### src/rtl/mfp_eic_signal_conditioner_pkg.sv
// Shared EIC constants and debounce decision helper.
// Channel count, synchronizer depth and debounce counter width live here.
package mfp_eic_signal_conditioner_pkg;

  localparam int EIC_CHANNELS    = 8;
  localparam int EIC_SYNC_STAGES = 2;
  localparam int EIC_DB_WIDTH    = 16;

  typedef enum logic [1:0] {
    DB_FOLLOW,
    DB_HOLD,
    DB_COUNT,
    DB_COMMIT
  } db_action_e;

  // Precedence: bypass, then agreement, then limit test.
  function automatic db_action_e db_action(
    input logic en,
    input logic mismatch,
    input logic at_limit
  );
    db_action_e a;
    if (!en)            a = DB_FOLLOW;
    else if (!mismatch) a = DB_HOLD;
    else if (!at_limit) a = DB_COUNT;
    else                a = DB_COMMIT;
    return a;
  endfunction

endpackage

### src/rtl/mfp_eic_signal_conditioner_debounce_channel.sv
// One interrupt line: synchronizer, debounce counter,
// registered output bit and change strobe.
module eic_debounce_channel
  import mfp_eic_signal_conditioner_pkg::*;
#(
  parameter int SYNC_STAGES = EIC_SYNC_STAGES,
  parameter int DB_WIDTH    = EIC_DB_WIDTH
) (
  input  logic                CLK,
  input  logic                RESET,
  input  logic                raw,
  input  logic                db_enable,
  input  logic [DB_WIDTH-1:0] db_limit,
  output logic                signal,
  output logic                signal_change
);

  logic [SYNC_STAGES-1:0] sync;
  logic [DB_WIDTH-1:0]    cnt;
  logic [DB_WIDTH-1:0]    cnt_next;
  logic                   sig_next;
  logic                   s;
  db_action_e             action;

  assign s = sync[SYNC_STAGES-1];

  // >= keeps a counter from stranding when the limit drops mid-count.
  assign action = db_action(db_enable, s != signal, cnt >= db_limit);

  always_comb begin
    sig_next = signal;
    cnt_next = cnt;
    unique case (action)
      DB_FOLLOW: begin
        sig_next = s;
        cnt_next = '0;
      end
      DB_HOLD: begin
        cnt_next = '0;
      end
      DB_COUNT: begin
        cnt_next = cnt + DB_WIDTH'(1);
      end
      DB_COMMIT: begin
        sig_next = s;
        cnt_next = '0;
      end
      default: begin
        cnt_next = '0;
      end
    endcase
  end

  always_ff @(posedge CLK) begin
    if (RESET) begin
      sync          <= '0;
      cnt           <= '0;
      signal        <= 1'b0;
      signal_change <= 1'b0;
    end else begin
      sync          <= {sync[SYNC_STAGES-2:0], raw};
      cnt           <= cnt_next;
      signal        <= sig_next;
      signal_change <= sig_next ^ signal;
    end
  end

endmodule

### src/rtl/mfp_eic_signal_conditioner.sv
// EIC input conditioner: per-channel sync + debounce
// feeding the core's signal bus.
module mfp_eic_signal_conditioner
  import mfp_eic_signal_conditioner_pkg::*;
#(
  parameter int CHANNELS    = EIC_CHANNELS,
  parameter int SYNC_STAGES = EIC_SYNC_STAGES,
  parameter int DB_WIDTH    = EIC_DB_WIDTH
) (
  input  logic                CLK,
  input  logic                RESET,
  input  logic [CHANNELS-1:0] signal_raw,
  input  logic [CHANNELS-1:0] db_enable,
  input  logic [DB_WIDTH-1:0] db_limit,
  output logic [CHANNELS-1:0] signal,
  output logic [CHANNELS-1:0] signal_change
);

  for (genvar i = 0; i < CHANNELS; i++) begin : g_ch
    eic_debounce_channel #(
      .SYNC_STAGES(SYNC_STAGES),
      .DB_WIDTH   (DB_WIDTH)
    ) u_ch (
      .CLK          (CLK),
      .RESET        (RESET),
      .raw          (signal_raw[i]),
      .db_enable    (db_enable[i]),
      .db_limit     (db_limit),
      .signal       (signal[i]),
      .signal_change(signal_change[i])
    );
  end

endmodule

### config.mk
export PLATFORM = sky130hd
export DESIGN_NAME = mfp_eic_signal_conditioner
export DESIGN_NICKNAME = d
export VERILOG_FILES = /design/src/rtl/mfp_eic_signal_conditioner_pkg.sv /design/src/rtl/mfp_eic_signal_conditioner_debounce_channel.sv /design/src/rtl/mfp_eic_signal_conditioner.sv
export SDC_FILE = /design/constraint.sdc
export NUM_CORES = 1
export LEC_CHECK = 0
export ABC_AREA = 1
export BUFFER_PORTS_ARGS = -buffer_cell sky130_fd_sc_hd__buf_2
export CAP_MARGIN = 15
export CORE_UTILIZATION = 50
export CTS_BUF_LIST = sky130_fd_sc_hd__clkbuf_4 sky130_fd_sc_hd__clkbuf_8
export CTS_CLUSTER_DIAMETER = 30
export DETAILED_ROUTE_END_ITERATION = 12
export GPL_ROUTABILITY_DRIVEN = 0
export PLACE_DENSITY = 0.67
export SYNTH_ARGS = -nofsm -noshare
export SYNTH_HDL_FRONTEND = slang
export SYNTH_HIERARCHICAL = 1
export SYNTH_SLANG_ARGS = --single-unit
### constraint.sdc
create_clock -name CLK -period 3.8 [get_ports CLK]
set_input_delay 0.76 -clock CLK [delete_from_list [all_inputs] [get_ports CLK]]
set_output_delay 0.76 -clock CLK [all_outputs]
set_load 0.1 [all_outputs]
Yosys cells after proc, flatten, opt, wreduce, memory -nomap -nowiden:

Index checks and enable logic that the tools add are counted.
Widths: inputs -> output; s select.

* bits in latches: 0
* register bits after elaboration: 160
* RAM bits: 0
* output and inout port bits: 16
* ROM bits: 0
* memories kept: 0

* multipliers: 0
* reduce and logical (&&, ||, !) cells: 24
* shift operators: 0
* eq/ne operators: 32
* $add $sub $neg: 8
* order comparisons: 8
* divide/modulo/power cells: 0
* mux-type cells: 40
* bitwise gates (word level): 8

Operator list (count)
* $pmux 16 s2: 8
* $add 16x1->16 const B: 8
* $ge 16x16->1: 8
* $eq 2x2->1 const B: 16
* $mux 2: 16
* $reduce_or 3->1: 8
* $eq 2x1->1 const B: 8
* $logic_not 2->1: 8
* $mux 1: 16
* $reduce_or 2->1: 8
* $ne 1x1->1: 8
* $xor 1x1->1: 8

Depth between registers and ports, before layout:

* depth in word-level cells: 8
* mapped depth: 17
* gate-level depth less buffers: 17

By module:

Netlist, hierarchy kept.

Modules (own cells, without submodules)
* eic_debounce_channel: instances 8, cells each 186, area an instance 1350.0 um^2

Worst setup path before layout:

Ideal clock, no wire load.

* path kind: register to register
* from: register g_ch[0].u_ch.signal
* to: register g_ch[0].u_ch.cnt[14]
* arrival: 2.165 ns
* slack: 1.562 ns
* stages on the path, launching flop included: 10
* period minus slack after synthesis: 2.238 ns
* setup time: 0.072 ns
* path through: dfxtp_1 xnor2_1 nand3b_1 nor2_1 a21oi_1 ha_1 nor2_1 nand2_1 buf_6 nor3b_2

* cells in the longest elaborated chain, start to end: 6
* elaborated cells on any way between the ends: 9
* those cells by class: eq/ne: 4; mux: 3; reduce/logical: 2

RTL lines
* from (decl): RTL line mfp_eic_signal_conditioner_debounce_channel.sv:14 `output logic signal,`
* from (signal assigned): RTL line mfp_eic_signal_conditioner_debounce_channel.sv:63 `signal <= sig_next;`
* $ne 1x1->1 (*): RTL line mfp_eic_signal_conditioner_debounce_channel.sv:28 `assign action = db_action(db_enable, s != signal, cnt >= db_limit);`
* $mux 2 (*): RTL line mfp_eic_signal_conditioner_pkg.sv:24 `else if (!mismatch) a = DB_HOLD;`
* $mux 2 (*): RTL line mfp_eic_signal_conditioner_pkg.sv:23 `if (!en) a = DB_FOLLOW;`
* $eq 2x1->1, or another cell as far along: RTL line mfp_eic_signal_conditioner_debounce_channel.sv:33 `unique case (action)`
* $reduce_or 3->1 (no line)
* $pmux 16 s2 (*): RTL line mfp_eic_signal_conditioner_debounce_channel.sv:33
* to (signal assigned): RTL line mfp_eic_signal_conditioner_debounce_channel.sv:62 `cnt <= cnt_next;`
* to (decl): RTL line mfp_eic_signal_conditioner_debounce_channel.sv:19 `logic [DB_WIDTH-1:0] cnt;`

Mark *: on every way between the ends. The rest lies on a longest branch, timed or not.
A chain may end at the register's enable or synchronous reset.

Worst setup path in the final report:

* from: input port db_limit[13]
* to: register g_ch[7].u_ch.cnt[6]

* cells in the longest elaborated chain, start to end: 7
* elaborated cells on any way between the ends: 10
* those cells by class: order compare: 1; eq/ne: 3; mux: 4; reduce/logical: 2

RTL lines
* from (decl): RTL line mfp_eic_signal_conditioner.sv:14 `input logic [DB_WIDTH-1:0] db_limit,`
* $ge 16x16->1 (*): RTL line mfp_eic_signal_conditioner_debounce_channel.sv:28
* $mux 1 (*): RTL line mfp_eic_signal_conditioner_pkg.sv:25 `else if (!at_limit) a = DB_COUNT;`
* $mux 2 (*): RTL line mfp_eic_signal_conditioner_pkg.sv:24
* $mux 2 (*): RTL line mfp_eic_signal_conditioner_pkg.sv:23
* $eq 2x1->1, or another cell as far along: RTL line mfp_eic_signal_conditioner_debounce_channel.sv:33
* $reduce_or 3->1 (no line)
* $pmux 16 s2 (*): RTL line mfp_eic_signal_conditioner_debounce_channel.sv:33
* to (signal assigned): RTL line mfp_eic_signal_conditioner_debounce_channel.sv:62
* to (decl): RTL line mfp_eic_signal_conditioner_debounce_channel.sv:19

Marks and branches as above.

==> impl_metrics.ini <==
[clocking]
clockRootBuffer = clkbuf_8
insertion_delay_ns = 0.46
cts_buffers = 17
postCtsSetupBuffers = 0
cts_tree = built
clockBufferDepth = 2
cts_sinks = 160
cts_resized = 0
clk_pin_slew_worst_paths_ns = 0.09
holdBufCountCts = 0
h-tree-depth = 4

[outcome]
status = completed

[global_route]
grt_max_degree = 29
grt.met1_usage_pct = 28.2
antenna_found_initial = 0
globalRouteMet3Util_pct = 2.94
use_met2_pct = 38.0
grt_usage_pct = 21.9
busiest_layer = met2
overflow = 0
grt_pass1_wl_um = 38400
grt_pass1_vias = 8304

[critical_path]
cp_num_buf_inv = 4
worstPathArrival_ns = 3.03
critPathLaunchType = primary input
crit_family = simple AND/OR/NAND/NOR gates
slowest_stage = nand2_1
cp_max_fo = 11
cp.required_ns = 4.20
endpoint_kind = register
worstPathCellList = buf_2, inv_1, ha_1, nand2_1, inv_1, o21ai_0, nand3b_1, nor2_1, a21oi_1, ha_1, nor2_1, nand2_1, inv_2, o21ai_0, a21oi_1
critPathKind = in -> reg
critical_path.max_stage_delay_ns = 0.32

[routing]
vias = 8724
post_drt_wl_per_cell_um = 12.2
drc_errors = 0
wl_um = 22500
drtIter0Drc = 307
routed_via_density = 4.75
first_pass_iters = 5
postRouteAntennaNets = 0

[timing]
fin_ws_ns = 1.17
hold_viol = 0
fmax_ghz = 0.381
setup_viol = 0
slew_violations = 0
skew_ns = 0.0111
period_minus_slack_ns = 2.63
worst-slew-pin-transition_ns = 0.579
fin_crit_sh_pct = 69.2
setup_tns_ns = 0
fin_hold_ws_ns = 0.406
relSlewSlack_pct = 61.4
rsz0062_at_grt = false

[synthesis]
yosysWarnings = 6
synth.top_cell.area_share_pct = 29.7
synth_top_cells_by_count = inv_1, nand2_1, nor2_1
syn_inst = 1488
synth_area_per_cell_um2 = 7.26
synth_nets = 1666
synth_seq_cells = 160
synth_top_cell_by_area = dfxtp_1
seq_area_frac_synth_pct = 29.7
ys.flop_type = dfxtp_1
synth_area_leaders = dfxtp_1, ha_1, inv_1, nand2_1, nor2_1
async_flop_share_pct = 0
synth-edff-count = 0
synth.most_common_cell = inv_1
synth_cell_type_count = 25
synthesis.area_um2 = 10800

[floorplanning]
core_um2 = 21100
row_count = 53
fp.dieArea_um2 = 22200
io_pins = 50
dieWidth_um = 149
start_util_pct = 51.2
die_h_um = 149

[finish]
postLayoutCoreUtil_pct = 55.5
layout.nets = 1727
drive_gt1_share_pct = 14.5
final_area_um2 = 11700
fillerInstances = 2042
final_cells = 1837
syn2layout_area_growth_pct = 8.42
antenna-diode-count = 0

[placement]
dp_hpwl_um = 17000
post_dp_cell_area_um2 = 11300
placed_cells = 1805
pre_cts_ws_ns = 0.712
io_buffer_count = 49

[pwr]
power.density_nw_per_um2 = 284
power.total_mw = 3.32
seqPwrFrac_pct = 51.2
p_comb_share_pct = 9.5
p_sw_share_pct = 27.7
ir_drop_mv = 0.206
power.internal_mw = 2.40
leakagePower_nw = 5.72
clkPwrFrac_pct = 39.3
power_switching_uw = 922

[worst_hold_path]
hp-class = reg -> reg

[flow_run]
drv_cap = 0
[tightest hold or removal path, stage by stage (launching register included)]
cell     delay, ns
dfxtp_1       0.31
inv_1         0.04
nor2_1        0.03
[logic make-up (layout without fill, tap and decap cells)]
group / count (synthesis) / in the layout / share of synthesized area (%)
buffers and inverters: 320 / 394 / 11.7
adders and majority gates: 144 / 144 / 16.7
AOI/OAI and AO/OA: 136 / 136 / 6.77
DFF: 160 / 160 / 29.7
muxes: 8 / 8 / 0.741
xor gates and xnor gates: 40 / 40 / 3.24
and+or+nand+nor: 680 / 680 / 31.2
[layout make-up]
| cell class | count | area (um2) | share of cell area (%) |
|---|---|---|---|
| Multi-Input combinational cell | 1008 | 6340 | 54.1 |
| Sequential cell | 160 | 3200 | 27.4 |
| Inverter | 312 | 1170 | 10.0 |
| Tap cell | 275 | 344 | 2.94 |
| Timing Repair Buffer | 50 | 253 | 2.16 |
| Clock buffer | 18 | 248 | 2.12 |
| Clock inverter | 14 | 155 | 1.32 |
[final timing paths]
check	startpoint	to	slack, ns	depth (start not counted)
hold reg to reg	g_ch[1].u_ch/sync[0]	g_ch[1].u_ch/sync[1]	0.41	2
setup reg to reg	g_ch[7].u_ch/cnt[5]	g_ch[7].u_ch/cnt[6]	1.43	12
hold / removal	g_ch[1].u_ch/sync[0]	g_ch[1].u_ch/sync[1]	0.41	2
setup / recovery	db_limit[13]	g_ch[7].u_ch/cnt[6]	1.17	15
[registers in the layout, summed over array words and instances, names as in the netlist]
| name | cells |
|---|---|
| g_ch.u_ch/cnt | 128 |
| g_ch.u_ch/signal | 8 |
| g_ch.u_ch/signal_change | 8 |
| g_ch.u_ch/sync | 16 |
[power groups by stage]
stage	registers (mW)	clock network, mW	logic (mW)
after global placement	1.74	0	0.311
after global routing	1.70	1.41	0.363
after detailed placement	1.74	0	0.319
final	1.70	1.30	0.316
after CTS	1.70	1.34	0.321
after floorplan	1.78	0	0.174
[routing by layer]
metal | part of all wire [%] | up-vias | wire, um
li1 | - | 4711 | -
met1 | 50 | 3909 | 11200
met2 | 46 | 87 | 10500
met3 | 2.6 | 17 | 593
met4 | 1.3 | 0 | 282
met5 | 0 | - | 0
[cells in the final DEF (no fill, tap or decap), drive strengths merged, types with 3 or more instances in the layout]
cell and count:
nand2 320, inv 317, nor2 240, dfxtp 160, ha 144, a21oi 96
nand3 56, buf 50, nor3 40, o21ai 32, xor2 32, clkbuf 18
o21a 8, xnor2 8, nand3b 8, mux2i 8, nor3b 8, or2 8
clkinvlp 4, clkinv 3
Note: power is estimated with default switching activity, not from simulation.
